File: config.mk
export PLATFORM = sky130hd
export DESIGN_NAME = health_alarm_manager
export DESIGN_NICKNAME = d
export VERILOG_FILES = /design/src/rtl/health_alarm_manager.sv
export SDC_FILE = /design/constraint.sdc
export NUM_CORES = 1
export LEC_CHECK = 0
export ABC_AREA = 1
export ABC_CLOCK_PERIOD_IN_PS = 8580
export CAP_MARGIN = 20
export CORE_MARGIN = 3
export CORE_UTILIZATION = 40
export DETAILED_ROUTE_END_ITERATION = 10
export HOLD_SLACK_MARGIN = 0.03
export PLACE_DENSITY = 0.57
export SYNTH_ARGS = -nofsm -noshare
export SYNTH_HDL_FRONTEND = slang
export SYNTH_SLANG_ARGS = --single-unit
File: constraint.sdc
create_clock -name clk -period 8.58 [get_ports clk]
set_input_delay 1.716 -clock clk [delete_from_list [all_inputs] [get_ports clk]]
set_output_delay 1.716 -clock clk [all_outputs]
set_load 0.005 [all_outputs]
File: src/rtl/health_alarm_manager.sv
// health_alarm_manager: debounces the first-phase detector flags, latches
// confirmed conditions as sticky pending events, serves one prioritised alarm
// at a time with timeout escalation, and keeps a saturating event count.
//
// state     | meaning
// IDLE      | no alarm active; waits for any pending event
// ALARM     | alarm_code active, timeout timer running
// ESCALATED | alarm_code active past timeout, waiting for ack
module health_alarm_manager #(
  parameter int DEBOUNCE = 4,
  parameter int TIMEOUT  = 16,
  parameter int GI_HIGH  = 12,
  parameter int CNT_W    = 8
) (
  input  logic             clk,
  input  logic             rst,
  input  logic             sample_valid,
  input  logic             presureAbnormality,
  input  logic             bloodAbnormality,
  input  logic             fallDetected,
  input  logic             temperatureAbnormality,
  input  logic [3:0]       glycemicIndex,
  input  logic             ack,
  output logic             alarm,
  output logic [2:0]       alarm_code,
  output logic             escalate,
  output logic [4:0]       pending,
  output logic [CNT_W-1:0] event_count
);

  typedef enum logic [1:0] {
    IDLE      = 2'd0,
    ALARM     = 2'd1,
    ESCALATED = 2'd2
  } stateT;

  localparam logic [3:0]       DEB_MAX    = 4'(DEBOUNCE);
  localparam logic [3:0]       DEB_PRE    = 4'(DEBOUNCE - 1);
  localparam logic [7:0]       TIMER_LOAD = 8'(TIMEOUT - 1);
  localparam logic [4:0]       GI_TH      = 5'(GI_HIGH);
  localparam logic [CNT_W+2:0] CNT_MAX    = {3'b000, {CNT_W{1'b1}}};

  stateT            state, stateNext;
  logic [7:0]       timer, timerNext;
  logic [2:0]       codeNext;
  logic             escNext;
  logic [3:0]       debCnt [4];
  logic             fallHist;
  logic [3:0]       abnormal;
  logic [4:0]       confirm, ackClear, pendingNext;
  logic [2:0]       nConfirm, lowestCode;
  logic [CNT_W+2:0] countSum;

  // debounced conditions in pending-bit order: pressure, blood, temperature, glycemic
  assign abnormal = {({1'b0, glycemicIndex} >= GI_TH), temperatureAbnormality,
                     bloodAbnormality, presureAbnormality};

  assign alarm = (state != IDLE);

  // Confirmation pulses: counter crossing DEBOUNCE-1 -> DEBOUNCE, or a rising fall flag.
  always_comb begin
    confirm  = '0;
    nConfirm = '0;
    if (sample_valid) begin
      confirm[0] = fallDetected & ~fallHist;
      for (int i = 0; i < 4; i++) begin
        confirm[i+1] = abnormal[i] && (debCnt[i] == DEB_PRE);
      end
    end
    for (int i = 0; i < 5; i++) begin
      nConfirm = nConfirm + {2'b00, confirm[i]};
    end
    countSum = {3'b000, event_count} + {{CNT_W{1'b0}}, nConfirm};
  end

  // Debounce counters and fall history advance only on valid samples.
  always_ff @(posedge clk) begin
    if (rst) begin
      for (int i = 0; i < 4; i++) debCnt[i] <= '0;
      fallHist <= 1'b0;
    end else if (sample_valid) begin
      for (int i = 0; i < 4; i++) begin
        if (!abnormal[i])             debCnt[i] <= '0;
        else if (debCnt[i] != DEB_MAX) debCnt[i] <= debCnt[i] + 4'd1;
      end
      fallHist <= fallDetected;
    end
  end

  // Saturating count of confirmed events.
  always_ff @(posedge clk) begin
    if (rst)                      event_count <= '0;
    else if (countSum > CNT_MAX)  event_count <= '1;
    else                          event_count <= countSum[CNT_W-1:0];
  end

  // Next-state logic; fall (bit 0) has the highest priority.
  always_comb begin
    stateNext  = state;
    timerNext  = timer;
    codeNext   = alarm_code;
    escNext    = escalate;
    ackClear   = '0;
    lowestCode = '0;
    for (int i = 4; i >= 0; i--) begin
      if (pending[i]) lowestCode = 3'(i + 1);
    end
    case (state)
      IDLE: begin
        if (pending != '0) begin
          stateNext = ALARM;
          codeNext  = lowestCode;
          timerNext = TIMER_LOAD;
          escNext   = 1'b0;
        end
      end
      ALARM: begin
        if (ack) begin
          ackClear  = 5'd1 << (alarm_code - 3'd1);
          stateNext = IDLE;
          codeNext  = '0;
        end else if (timer == '0) begin
          stateNext = ESCALATED;
          escNext   = 1'b1;
        end else begin
          timerNext = timer - 8'd1;
        end
      end
      ESCALATED: begin
        if (ack) begin
          ackClear  = 5'd1 << (alarm_code - 3'd1);
          stateNext = IDLE;
          codeNext  = '0;
          escNext   = 1'b0;
        end
      end
      default: begin
        stateNext = IDLE;
        codeNext  = '0;
        escNext   = 1'b0;
      end
    endcase
    // a confirmation landing on the bit being acknowledged keeps it pending
    pendingNext = (pending & ~ackClear) | confirm;
  end

  // FSM state, timer, registered alarm outputs and pending events.
  always_ff @(posedge clk) begin
    if (rst) begin
      state      <= IDLE;
      timer      <= '0;
      alarm_code <= '0;
      escalate   <= 1'b0;
      pending    <= '0;
    end else begin
      state      <= stateNext;
      timer      <= timerNext;
      alarm_code <= codeNext;
      escalate   <= escNext;
      pending    <= pendingNext;
    end
  end

endmodule
==> results of run 1 <==
worst reg2reg max path, cell delays in order (launching register included):
cell	delay, ns
edfxtp_1	0.45
ha_1	0.25
nand2_1	0.09
nor3_1	0.07
fa_1	0.50
inv_1	0.06
fa_1	0.54
inv_1	0.05
ha_1	0.22
fa_1	0.41
nand2_1	0.08
inv_1	0.05
nor2_1	0.08
nor2_1	0.06
nand4_2	0.14
nand2_1	0.07
o21ai_1	0.12
inv_1	0.05
per-layer routing:
metal	GRT usage	share of wire	vias to the layer above	wire length, um
met5	0	0	-	0
met4	0.03966	0.0075	0	40
met3	0.04087	0.044	4	237
met2	0.2316	0.44	35	2325
met1	0.2238	0.51	960	2723
li1	-	-	1130	-
power groups by stage:
stage,logic (W),registers [W],clock network [W]
floorplan,0.000180,0.000264,0
global placement,0.000237,0.000270,0
detailed placement,0.000237,0.000270,0
CTS,0.000239,0.000266,0.000130
global route,0.000272,0.000270,0.000143
finish,0.000238,0.000265,0.000124
synth_stat cells, types with 3 or more instances:
cell	count
a21oi_1	27
buf_2	3
dfxtp_1	28
edfxtp_1	16
fa_1	3
ha_1	18
inv_1	53
inv_2	3
nand2_1	49
nand3_1	19
nand4_1	5
nor2_1	46
nor2_2	3
nor3_1	5
o211ai_1	4
o21ai_0	13
o21ai_1	3
or2_2	6
xor2_1	5
cell families (layout without fill, tap and decap cells):
group | Yosys count | count (layout) | synth area share
simple gates | 142 | 142 | 0.2618
fa+ha+maj | 21 | 21 | 0.1097
xor+xnor | 7 | 7 | 0.02358
flops | 44 | 44 | 0.4004
compound gates | 54 | 54 | 0.1165
buf+inv | 60 | 91 | 0.08806
stage by stage:
stage	power (W)	cells	hold WS [ns]	util
finish	0.0006273	434	0.4751	0.4963
global route	0.0006851	434	0.5081	0.4963
CTS	0.0006345	434	0.4800	0.4963
detailed placement	0.0005068	426	0.4654	0.4832
global placement	0.0005062	426	0.4497	0.4832
floorplan	0.0004445	328	0.4407	-
state kept, by name (all words and copies together), names as in the netlist:
name	count
timer	8
event_count	8
debCnt	16
alarm_code	3
escalate	1
fallHist	1
state	2
pending	5
how the worst max path moves through the flow:
| stage | slack (ns) | start | end | cells after the start |
|---|---|---|---|---|
| after detailed placement | 3.43 | sample_valid | event_count[5] | 17 |
| after floorplan | 4.22 | sample_valid | event_count[5] | 17 |
| final | 3.73 | sample_valid | event_count[5] | 17 |
| after global placement | 3.48 | sample_valid | event_count[5] | 17 |
| after CTS | 3.74 | sample_valid | event_count[5] | 17 |
| after global routing | 3.42 | sample_valid | event_count[5] | 17 |
final cells by class:
type	instances	area (um2)
Tap cell	75	93.84
Timing Repair Buffer	27	270.3
Multi-Input combinational cell	224	1330
Fill cell	608	3070
Inverter	56	210.2
Clock inverter	1	3.754
Clock buffer	7	76.32
Sequential cell	44	1041
==> impl_metrics.yaml, run 1 <==
grt:
  gr-total-overflow: 0
  grtUsageTotal: 0.1556
  antenna_found_initial: 0
  grt_pass1_wl_um: 9328
  grt_start_max_net_pins: 20
  grt_pass1_vias: 1979
setup_path:
  cpLargestDelayFamily: "adder cells"
  cp_cell_sequence: "clkdlybuf4s50_1, nand2_1, nor2_1, fa_1, inv_1, fa_1, inv_1, ha_1, fa_1, nand2_1, inv_1, nor2_1, nor2_1, nand4_2, nand2_1, o21ai_1, inv_1"
  cp_max_fo: 10
  cpMostUsedCell: "inv_1"
  reg2reg_depth: 17
  path_class: "in -> reg"
  critPathMaxStageDelay_ns: 0.62
  rr_startpoint: "debCnt[1][0]"
  reg2reg_slack_ns: 5.20
  worst_path_max_delay_cell: "clkdlybuf4s50_1"
  r2r-end: "event_count[5]"
  start_kind: "input port"
  cp-end-kind: "flop"
  cp.required_ns: 8.77
  path_buf_inv: 5
  arrival_ns: 5.04
timing:
  fin_crit_sh: 0.5653
  hold_viol_final: 0
  rsz0062_at_grt: "false"
  post-route-min-period_ns: 4.850
  finClkSkew_ns: 0.002695
  max_slew_margin: 0.4682
  slew_viol_final: 0
  tightest_slew_ns: 0.7951
  setup_viol: 0
  clock.fmax_mhz: 206.2
  finalSetupTns_ns: 0
  worst_slack_ns: 3.730
yosys:
  ys_warn_count: 0
  synth_area_um2: 2600
  yosysSeqAreaShare: 0.4004
  synth_top_area_share: 0.2156
  synthFlopType: "dfxtp_1"
  synth_seq_cells: 44
  synth_top_area_cell: "dfxtp_1"
  yosysUniqueCellTypes: 34
  syn_nets: 361
  synth_edf_count: 16
  synth_cells: 328
  syn_area_per_cell_um2: 7.927
  synthTopCellsByArea: "dfxtp_1, edfxtp_1, ha_1"
  async_reset_ff_frac: 0
clock_network:
  clockRootBuffer: "clkbuf_8"
  cts-resized-gates: 0
  htree_levels: 2
  clock_path_buffers: 2
  postCtsSetupRepairBufs: 0
  clk_pin_slew_ns: 0.08
  numCtsBuffers: 5
  clk_latency_ns: 0.29
  cts_sinks: 44
  tritoncts: "yes"
  ctsHoldBuffers: 0
final_layout:
  fin_area_um2: 3025
  layout_common_cells: "inv_1, nand2_1, nor2_1"
  antennaDiodeCount: 0
  final_common_cell: "inv_1"
  fin_nets: 391
  drive_above_1_share: 0.07799
  area_delta_synth_final_pct: 16.36
placement:
  place_ws_ns: 3.426
  place.gp.congestion: 0.7821
  placedInstanceArea_um2: 2945
  hpwl_um: 3913
  numPortBuffers: 27
drt:
  drt_iter0_drc: 126
  via_per_inst: 4.906
  avgRoutedWirePerCell_um: 12.27
  totalWireLength_um: 5327
  postRouteAntennaNets: 0
  drc: 0
  drt_pre_antenna_iters: 5
  vias: 2129
floorplan:
  coreArea_um2: 6096
  die_h_um: 86.62
  die_area_um2: 7503
  initial_core_util: 0.4265
  rows: 28
  io_pins: 30
  die_width_um: 86.62
min_path:
  min_path_type: "reg -> reg"
  timing.hold.worst.start: "fallHist"
  hold_path_end: "fallHist"
  min_path_cells: 2
power:
  comb_power_share: 0.379
  p_int_w: 0.0003920
  p_clk_frac: 0.198
  switching_share: 0.3751
  ir_worst_vdd_v: 0.0001012
  power_density_nw_per_um2: 207.4
  pwr-share-seq: 0.423
  p_leak_nw: 1.303
  power.switching_w: 0.0002353
job:
  cap_violations: 0
status:
  status: "finished clean"
No activity file was read; power rests on OpenSTA's default activity.
==> run 2, diff against run 1 <==
ABC_CLOCK_PERIOD_IN_PS = 5000   (was 8580)
clock period = 5 ns   (was 8.58 ns; I/O delays follow)
==> impl_metrics.yaml, run 2 (synthesis gave the netlist of run 1 again) <==
setup_path:
  cp.required_ns: 5.20
  start_kind: "input port"
  arrival_ns: 4.29
  cp_max_fo: 10
  path_class: "in -> reg"
  cp-end-kind: "flop"
placement:
  hpwl_um: 3884
  numPortBuffers: 27
  place.gp.congestion: 0.7659
clock_network:
  clock_path_buffers: 2
  postCtsSetupRepairBufs: 0
  cts_sinks: 44
  ctsHoldBuffers: 0
  clk_pin_slew_ns: 0.08
  clk_latency_ns: 0.29
  cts-resized-gates: 0
  clockRootBuffer: "clkbuf_8"
  tritoncts: "yes"
  numCtsBuffers: 5
  htree_levels: 2
status:
  status: "finished clean"
power:
  power_density_nw_per_um2: 362.5
  ir_worst_vdd_v: 0.0001874
  p_leak_nw: 1.317
drt:
  drt_iter0_drc: 112
  drc: 0
  vias: 2130
  totalWireLength_um: 5264
  via_per_inst: 4.897
  postRouteAntennaNets: 0
  drt_pre_antenna_iters: 4
  avgRoutedWirePerCell_um: 12.10
timing:
  slew_viol_final: 0
  clock.fmax_mhz: 244.3
  tightest_slew_ns: 0.4543
  setup_viol: 0
  post-route-min-period_ns: 4.093
  rsz0062_at_grt: "false"
  fin_crit_sh: 0.8185
  finalSetupTns_ns: 0
  finClkSkew_ns: 0.004660
  hold_viol_final: 0
  max_slew_margin: 0.6958
grt:
  grt_start_max_net_pins: 20
  grtUsageMet2: 0.2281
  antenna_found_initial: 0
  grt.met1_usage: 0.2249
  busiest_layer: "met2"
  grt_pass1_wl_um: 9342
  met3_usage: 0.03897
  grt_pass1_vias: 1992
  grtUsageTotal: 0.1543
  gr-total-overflow: 0
floorplan:
  die_area_um2: 7503
  die_width_um: 86.62
  die_h_um: 86.62
  coreArea_um2: 6096
  io_pins: 30
  rows: 28
  initial_core_util: 0.4265
final_layout:
  area_delta_synth_final_pct: 17.18
  antennaDiodeCount: 0
  fin_nets: 392
  largest_reg_flops: 16
  final_common_cell: "inv_1"
  fin_util: 0.4998
  layout_common_cells: "inv_1, nand2_1, nor2_1"
  largest-register: "debCnt"
  drive_above_1_share: 0.08611
  reg_top3: "debCnt: 16 flops, event_count: 8 flops, timer: 8 flops"
job:
  cap_violations: 0
min_path:
  min_path_type: "reg -> reg"
run 2: changes by cell type in the layout (fill, tap and decap cells not counted), sizes merged:
| cell | change |
|---|---|
| buf | +1 |
| clkinv | -1 |
| clkbuf | +1 |
run 2: path summary, 6_finish.rpt:
check                             startpoint             end  slack (ns)  depth (start not counted)
worst max-delay path            sample_valid  event_count[5]        0.91                         17
worst min register to register      fallHist        fallHist        0.47                          2
worst min-delay path                fallHist        fallHist        0.47                          2
worst max register to register  debCnt[1][0]  event_count[5]        1.70                         17
run 2: per-layer routing:
layer / up-vias / wire, um
li1: 1125 / -
met1: 970 / 2767
met2: 29 / 2219
met3: 6 / 217
met4: 0 / 60
met5: - / 0
run 2: power breakdown:
group / total, W / switching, W / internal (W)
clock: 0.000241 / 0.000122 / 0.000118
combinational: 0.000409 / 0.000249 / 0.000161
sequential: 0.000455 / 0.0000401 / 0.000414
total: 0.00110 / 0.000411 / 0.000693
run 2: stage by stage:
step	cell area, um2	hold WS, ns	cells	setup slack [ns]	total power, W
final	3047	0.4665	435	0.9075	0.001104
after CTS	3047	0.4680	435	0.9053	0.001115
after global placement	2953	0.4498	427	0.6437	0.0008695
after detailed placement	2953	0.4543	427	0.5894	0.0008721
after floorplan	2600	0.4407	328	1.357	0.0007628
after global routing	3047	0.5013	435	0.5976	0.001197
run 2: critical path, stage by stage:
cell and delay (ns):
clkdlybuf4s50_1 0.63, nand2_1 0.19, nor2_1 0.08, fa_1 0.50, inv_1 0.05, fa_1 0.53, inv_1 0.04, ha_1 0.22
fa_1 0.40, nand2_1 0.09, inv_1 0.05, nor2_1 0.08, nor2_1 0.06, nand4_2 0.13, nand2_1 0.07, o21ai_1 0.12
inv_1 0.04
run 2: area by class of cell:
cell class | count | area, um2
fillers | 606 | 3049
multi-input cells | 224 | 1330
flip-flops and latches | 44 | 1041
repair buffers | 28 | 277.8
inverters | 56 | 210.2
clock buffers | 8 | 93.84
well taps | 75 | 93.84
==> run 3, diff against run 2 <==
ABC_CLOCK_PERIOD_IN_PS = 4100   (was 5000)
clock period = 4.1 ns   (was 5 ns; I/O delays follow)
==> impl_metrics.yaml, run 3 (synthesis gave the netlist of run 1 again) <==
setup_path:
  r2r-end: "event_count[5]"
  cpLargestDelayFamily: "adder cells"
  crit_start: "sample_valid"
  path_buf_inv: 6
  cp-end-kind: "flop"
  cp.required_ns: 4.30
  cp_max_fo: 6
  critPathMaxStageDelay_ns: 0.54
  reg2reg_depth: 18
  cp_cell_sequence: "clkdlybuf4s50_1, nand2_1, nor3_1, buf_4, fa_1, inv_1, fa_1, inv_1, ha_1, fa_1, nand2_1, inv_1, nor2_1, nor2_1, nand4_2, nand2_1, o21ai_1, inv_1"
  start_kind: "input port"
  endpoint: "event_count[5]"
  cpMostUsedCell: "inv_1"
  arrival_ns: 3.95
  cp.depth: 18
  worst_path_max_delay_cell: "fa_1"
  path_class: "in -> reg"
  reg2reg_slack_ns: 0.72
  rr_startpoint: "debCnt[1][0]"
floorplan:
  rows: 28
  die_h_um: 86.62
  die_width_um: 86.62
  io_pins: 30
  initial_core_util: 0.4265
  die_area_um2: 7503
  coreArea_um2: 6096
drt:
  totalWireLength_um: 5270
  wl_met1_um: 2791
  postRouteAntennaNets: 0
  highest_layer: "met4"
  via_per_inst: 4.820
  drc: 0
  drt_pre_antenna_iters: 4
  avgRoutedWirePerCell_um: 11.98
  vias: 2121
  met2_length_um: 2191
  met3_length_um: 246
  drt_iter0_drc: 69
clock_network:
  clk_pin_slew_ns: 0.08
  clock_path_buffers: 2
  htree_levels: 2
  cts-resized-gates: 0
  postCtsSetupRepairBufs: 0
  tritoncts: "yes"
  numCtsBuffers: 5
  clockRootBuffer: "clkbuf_8"
  clk_latency_ns: 0.30
  cts_sinks: 44
  ctsHoldBuffers: 0
power:
  p_leak_nw: 1.345
  ir_worst_vdd_v: 0.0001885
  power_density_nw_per_um2: 436.5
timing:
  max_slew_margin: 0.6897
  finalSetupTns_ns: 0
  tightest_slew_ns: 0.4634
  fin_crit_sh: 0.9153
  slew_viol_final: 0
  clock.fmax_mhz: 266.5
  hold_viol_final: 0
  rsz0062_at_grt: "false"
  finClkSkew_ns: 0.004669
  worst_slack_ns: 0.3474
  setup_viol: 0
  post-route-min-period_ns: 3.753
grt:
  grt_start_max_net_pins: 20
  antenna_found_initial: 0
  grt_pass1_vias: 1987
  grtUsageTotal: 0.1547
  gr-total-overflow: 0
  grt_pass1_wl_um: 9218
final_layout:
  drive_above_1_share: 0.1014
  layout_common_cells: "inv_1, nand2_1, nor2_1"
  antennaDiodeCount: 0
  fillers: 616
  reg_top3: "debCnt: 16 flops, event_count: 8 flops, timer: 8 flops"
  fin_nets: 397
  largest_reg_flops: 16
  area_delta_synth_final_pct: 18.58
  largest-register: "debCnt"
  final_common_cell: "inv_1"
status:
  status: "finished clean"
placement:
  hpwl_um: 3855
  place_ws_ns: 0.03726
  place.gp.congestion: 0.7896
  numPortBuffers: 27
job:
  cap_violations: 0
min_path:
  min_path_type: "reg -> reg"
-- run 3: tightest hold or removal path, delay by kind of cell (launching register included) --
family | cells | cell delay (ns)
flops | 1 | 0.32
simple gates | 1 | 0.06
compound gates | 1 | 0.05
-- run 3: power by group --
group | leakage [nW] | total [W] | internal [W] | switching, W
Combinational | 0.892 | 0.000501 | 0.000198 | 0.000303
Clock | 0.0510 | 0.000290 | 0.000135 | 0.000155
Sequential | 0.402 | 0.000554 | 0.000505 | 0.0000490
Total | 1.34 | 0.00135 | 0.000839 | 0.000507
-- run 3: through the flow --
| stage | hold WS (ns) | total power (W) | area (um2) | util | cells |
|---|---|---|---|---|---|
| floorplan | 0.4407 | 0.0009302 | 2600 | - | 328 |
| global placement | 0.4502 | 0.001063 | 2990 | 0.4906 | 432 |
| detailed placement | 0.4606 | 0.001064 | 2990 | 0.4906 | 432 |
| CTS | 0.4745 | 0.001363 | 3083 | 0.5057 | 440 |
| global route | 0.5077 | 0.001460 | 3083 | 0.5057 | 440 |
| finish | 0.4742 | 0.001346 | 3083 | 0.5057 | 440 |
-- run 3: how the worst min path moves through the flow --
stage	startpoint	end	slack, ns	depth (start not counted)
finish	fallHist	fallHist	0.47	2
global route	escalate	escalate	0.51	2
CTS	fallHist	fallHist	0.47	2
detailed placement	fallHist	fallHist	0.46	2
global placement	fallHist	fallHist	0.45	2
floorplan	fallHist	fallHist	0.44	2
-- run 3: routing by layer --
metal / up-vias / global-route usage
li1: 1137 / -
met5: - / 0
met2: 37 / 0.2309
met1: 943 / 0.2226
met3: 4 / 0.03422
met4: 0 / 0.04674
-- run 3: layout make-up --
| class | count | area (um2) | area share |
|---|---|---|---|
| Sequential cell | 44 | 1041 | 0.3377 |
| Timing Repair Buffer | 33 | 315.3 | 0.1023 |
| Inverter | 56 | 210.2 | 0.06818 |
| Multi-Input combinational cell | 224 | 1330 | 0.4314 |
| Tap cell | 75 | 93.84 | 0.03044 |
| Clock inverter | 2 | 10.01 | 0.003247 |
| Clock buffer | 6 | 82.58 | 0.02679 |
